[src/rtl/uart_tx_fifo.sv]
// Transmit byte FIFO feeding uart_tx through the tx_start/tx_data/tx_done handshake.
// Optional sticky overflow flag: define UART_TX_FIFO_OVF_EN.
module uart_tx_fifo #(
  parameter int DATA_W = 8,
  parameter int DEPTH  = 16,
  parameter int ADDR_W = $clog2(DEPTH)
) (
  input  logic              clk,
  input  logic              rst,
  input  logic              wr_en,
  input  logic [DATA_W-1:0] wr_data,
  output logic              full,
  output logic              empty,
  output logic [ADDR_W:0]   count,
  output logic              busy,
  output logic              overflow,
  output logic              tx_start,
  output logic [DATA_W-1:0] tx_data,
  input  logic              tx_done
);

  typedef enum logic {IDLE, SEND} state_t;

  localparam logic [ADDR_W:0] FULL_COUNT = (ADDR_W + 1)'(DEPTH);

  state_t state_reg, state_next;

  logic [DATA_W-1:0] mem [DEPTH];
  logic [ADDR_W-1:0] wp_reg, rp_reg;
  logic [ADDR_W:0]   count_reg;
  logic [DATA_W-1:0] tx_data_reg;
  logic              tx_start_reg;
  logic              pop;
  logic              push;

  assign empty    = (count_reg == '0);
  assign full     = (count_reg == FULL_COUNT);
  assign count    = count_reg;
  assign busy     = !empty || (state_reg == SEND);
  assign tx_start = tx_start_reg;
  assign tx_data  = tx_data_reg;

  // A pop frees a slot on the same edge, so a write while full is still accepted.
  assign push = wr_en && (!full || pop);

  always_comb begin
    state_next = state_reg;
    pop        = 1'b0;
    case (state_reg)
      IDLE: begin
        if (!empty) begin
          pop        = 1'b1;
          state_next = SEND;
        end
      end
      SEND: begin
        // tx_done coinciding with our own start pulse cannot belong to this frame.
        if (tx_done && !tx_start_reg) begin
          state_next = IDLE;
        end
      end
      default: state_next = IDLE;
    endcase
  end

  always_ff @(posedge clk) begin
    if (rst) begin
      state_reg <= IDLE;
    end else begin
      state_reg <= state_next;
    end
  end

  always_ff @(posedge clk) begin
    if (push) begin
      mem[wp_reg] <= wr_data;
    end
  end

  always_ff @(posedge clk) begin
    if (rst) begin
      wp_reg       <= '0;
      rp_reg       <= '0;
      count_reg    <= '0;
      tx_data_reg  <= '0;
      tx_start_reg <= 1'b0;
    end else begin
      tx_start_reg <= pop;
      if (push) begin
        wp_reg <= wp_reg + 1'b1;
      end
      if (pop) begin
        tx_data_reg <= mem[rp_reg];
        rp_reg      <= rp_reg + 1'b1;
      end
      case ({push, pop})
        2'b10:   count_reg <= count_reg + 1'b1;
        2'b01:   count_reg <= count_reg - 1'b1;
        default: count_reg <= count_reg;
      endcase
    end
  end

`ifdef UART_TX_FIFO_OVF_EN
  logic overflow_reg;

  always_ff @(posedge clk) begin
    if (rst) begin
      overflow_reg <= 1'b0;
    end else if (wr_en && full && !pop) begin
      overflow_reg <= 1'b1;
    end
  end

  assign overflow = overflow_reg;
`else
  assign overflow = 1'b0;
`endif

endmodule

[config.mk]
export PLATFORM = sky130hd
export DESIGN_NAME = uart_tx_fifo
export DESIGN_NICKNAME = d
export VERILOG_FILES = /design/src/rtl/uart_tx_fifo.sv
export SDC_FILE = /design/constraint.sdc
export NUM_CORES = 1
export LEC_CHECK = 0
export ABC_AREA = 1
export CORE_MARGIN = 2
export CORE_UTILIZATION = 54
export CTS_CLUSTER_SIZE = 12
export DETAILED_ROUTE_END_ITERATION = 10
export PLACE_DENSITY = 0.75
export RECOVER_POWER = 50
export SYNTH_ARGS = -nofsm -noshare
export SYNTH_HDL_FRONTEND = slang
export SYNTH_SLANG_ARGS = --single-unit
[constraint.sdc]
create_clock -name clk -period 1.8 [get_ports clk]
set_clock_uncertainty 0.15 [all_clocks]
set_input_delay 0.27 -clock clk [delete_from_list [all_inputs] [get_ports clk]]
set_output_delay 0.27 -clock clk [all_outputs]
set_load 0.005 [all_outputs]
==> impl_metrics.py <==
metrics = {
    "worst_setup_path": {
        "crit_end": "count[4]$_SDFFE_PP0P_",
        "crit_path_top_delay_cell": "dfxtp_2",
        "max_stage_delay_ns": 0.33,
        "crit_arrival_ns": 2.15,
        "cp_max_fo": 3,
        "r2r_end": "count[4]$_SDFFE_PP0P_",
        "cpMostUsedCell": "nand3_4",
        "reg2reg_slack_ns": -0.17,
        "crit_chain": "nor2_4 -> buf_6 -> nand3_4 -> nand3_4 -> inv_4 -> ha_4 -> inv_2 -> o21ai_4 -> a21o_1 -> nand2_2 -> a21oi_2 -> nor2_1",
        "critical_path_buf_inv_count": 3,
        "end_kind": "register",
        "r2r-start": "count[2]$_SDFFE_PP0P_",
        "worstSetupPathDepth": 12,
        "worst_ep_required_time_ns": 1.97,
        "path_delay_family": "simple AND/OR/NAND/NOR gates",
        "start_kind": "register",
        "critical_path_class": "register to register",
        "ff2ff_path_depth": 12,
        "crit_start": "count[2]$_SDFFE_PP0P_",
    },
    "logic_synthesis": {
        "synth_top_family_by_area": "simple AND/OR/NAND/NOR gates",
        "synthAdderAreaFrac_pct": 1.81,
        "synth_cells": 672,
        "synth_compound_area_share_pct": 2.45,
        "yosysWarnings": 0,
        "synth-xor-area-share_pct": 0.396,
        "synth-simple-area-share_pct": 22.2,
        "synth_nets": 693,
        "seq_area_frac_synth_pct": 64.8,
        "synth_mux_area_share_pct": 0,
        "syn_area_per_cell_um2": 9.88,
        "yosys_register_bits": 151,
        "synth.distinct_cells": 28,
        "syn-cell-area_um2": 6640,
    },
    "clock_tree": {
        "root_buffer": "clkbuf_16",
        "clk_path_buf_depth": 2,
        "htree_levels": 4,
        "insertion_delay_ns": 0.43,
        "cts_tree": "built",
        "cts_buffers": 17,
        "cts.sinks": 151,
        "path_clk_slew_ns": 0.06,
    },
    "cells_and_area": {
        "fin_area_um2": 8400,
        "multiInputGateArea_um2": 2060,
        "diodes": 0,
        "n_fill_cell": 830,
        "largest_reg_flops": 128,
        "area_growth_pct": 26.5,
        "nNetsFinal": 772,
        "fin_util_pct": 69.9,
        "regArea_um2": 4320,
        "final_cell_mix": "nand2_1 (180), edfxtp_1 (128), nand3_1 (93)",
        "drive_above_1_share_pct": 17.8,
        "final_common_cell": "nand2_1",
    },
    "floorplan": {
        "rows": 40,
        "ioPinCount": 30,
        "fp.dieH_um": 115,
        "die_w_um": 115,
        "initial_core_util_pct": 55.3,
        "die_area_um2": 13200,
        "coreArea_um2": 12000,
    },
    "route": {
        "routed-via-count": 5077,
        "ant_nets": 0,
        "wl_per_cell_um": 18.7,
        "via_per_inst": 5.57,
        "drc": 0,
        "drt_iter0_markers": 577,
        "firstDrtPassIters": 6,
        "wirelength_um": 17000,
    },
    "timing": {
        "finalHoldViolCount": 0,
        "worstMarginPinSlew_ns": 0.923,
        "fmax_ghz": 0.507,
        "rsz0062_at_grt": "true",
        "fin_crit_ns": 1.97,
        "final-setup-viol-count": 137,
        "setup_slack_ns": -0.174,
        "min_period_over_period_pct": 110,
        "slew_violations": 0,
        "relSlewSlack_pct": 38.4,
    },
    "global_routing": {
        "grt_pass1_wl_um": 24800,
        "grt_usage_pct": 25.9,
        "grt_pass1_vias": 4898,
        "overflow": 0,
        "grt_start_max_net_pins": 49,
        "grt_antenna_before_repair": 0,
    },
    "placed_design": {
        "post-place-ws_ns": -0.335,
        "place_area_um2": 7350,
        "dpl.hpwl_um": 10300,
        "finalWeightedCongestion": 0.934,
        "place.port_buffers": 28,
    },
    "power_and_ir_drop": {
        "power.density_nw_per_um2": 1420,
        "leakage_nw": 3.54,
        "ir_drop_mv": 1.04,
    },
    "status": {
        "violations": "setup timing",
        "status": "finished with violations",
    },
    "hold_path": {
        "hold_path.class": "primary input to register",
    },
    "job": {
        "max-cap-violations": 0,
    },
}
what timing repair did:
action | in CTS | in global routing
buffers inserted | 6 | 8
resized for setup | 30 | 76
pin swaps | 10 | 8
hold buffers | 0 | 0
endpoints found under the setup margin | 127 | 143
endpoints found under the hold margin | 0 | 0
synth_stat cells:
library cell,number,area (um2)
a221oi_1,1,8.76
clkbuf_1,6,22.5
xor2_1,2,17.5
conb_1,1,3.75
buf_4,5,37.5
nand2_2,1,6.26
fa_1,1,20.0
nand2_4,1,11.3
a21oi_1,7,35.0
edfxtp_1,128,3840
o21bai_1,1,7.51
nand3_2,2,20.0
inv_2,4,15.0
a21oi_2,1,8.76
nand2_1,188,706
inv_1,89,334
nor2_1,64,240
xnor2_1,1,8.76
a21o_1,1,7.51
clkinv_1,2,7.51
o21ai_1,2,10.0
buf_6,6,67.6
nand3_1,96,480
dfxtp_1,23,460
nor2_2,2,12.5
o21ai_0,17,85.1
buf_2,12,60.1
ha_1,8,100
worst min-delay path by stage:
stage / from / to / slack [ns] / depth (start not counted)
after floorplan: wr_data[0] / mem[0][0]$_DFFE_PP_ / 0.22 / 0
after global placement: wp_reg[3]$_SDFFE_PP0P_ / wp_reg[3]$_SDFFE_PP0P_ / 0.34 / 2
after detailed placement: wp_reg[3]$_SDFFE_PP0P_ / wp_reg[3]$_SDFFE_PP0P_ / 0.36 / 2
after CTS: tx_done / state_reg$_SDFF_PP0_ / 0.28 / 2
after global routing: tx_done / state_reg$_SDFF_PP0_ / 0.29 / 2
final: tx_done / state_reg$_SDFF_PP0_ / 0.29 / 2
layer usage:
metal  wire, um  part of all wire, %  vias to the layer above  GRT usage, %
met5          0                    0                        -             0
met4        693                  4.1                        0          14.0
met3       1480                  8.7                       65          7.22
met2       8370                   49                      281          41.5
met1       6480                   38                     2392          32.2
li1           -                    -                     2339             -
cell families after synthesis:
family	Yosys count
DFF	151
xor gates and xnor gates	3
AOI/OAI and AO/OA	30
other	1
adders and majority gates	9
and+or+nand+nor	354
buffers and inverters	124
area by class of cell:
cell class              instances  area share [%]
flip-flops and latches        151            51.4
repair buffers                 89            10.0
multi-input cells             397            24.5
well taps                     147            2.19
clock buffers                  17            5.07
inverters                      95            4.34
clock inverters                15            2.49
power breakdown:
part           leakage (nW)  total, mW  switching (mW)  internal (mW)
logic                  1.88       3.97            2.42           1.55
registers              1.35       4.17           0.141           4.03
clock network         0.305       3.82            1.38           2.44
per-stage QoR:
| step | power, mW | hold slack, ns | TNS, ns | cells |
|---|---|---|---|---|
| after floorplan | 6.41 | 0.219 | -0.785 | 672 |
| after global placement | 7.45 | 0.344 | -26.83 | 865 |
| after detailed placement | 7.57 | 0.358 | -37.54 | 865 |
| after CTS | 11.6 | 0.276 | -4.40 | 903 |
| after global routing | 12.5 | 0.286 | -17.49 | 911 |
| final | 12.0 | 0.288 | -7.56 | 911 |
Note: power is estimated with default switching activity, not from simulation.
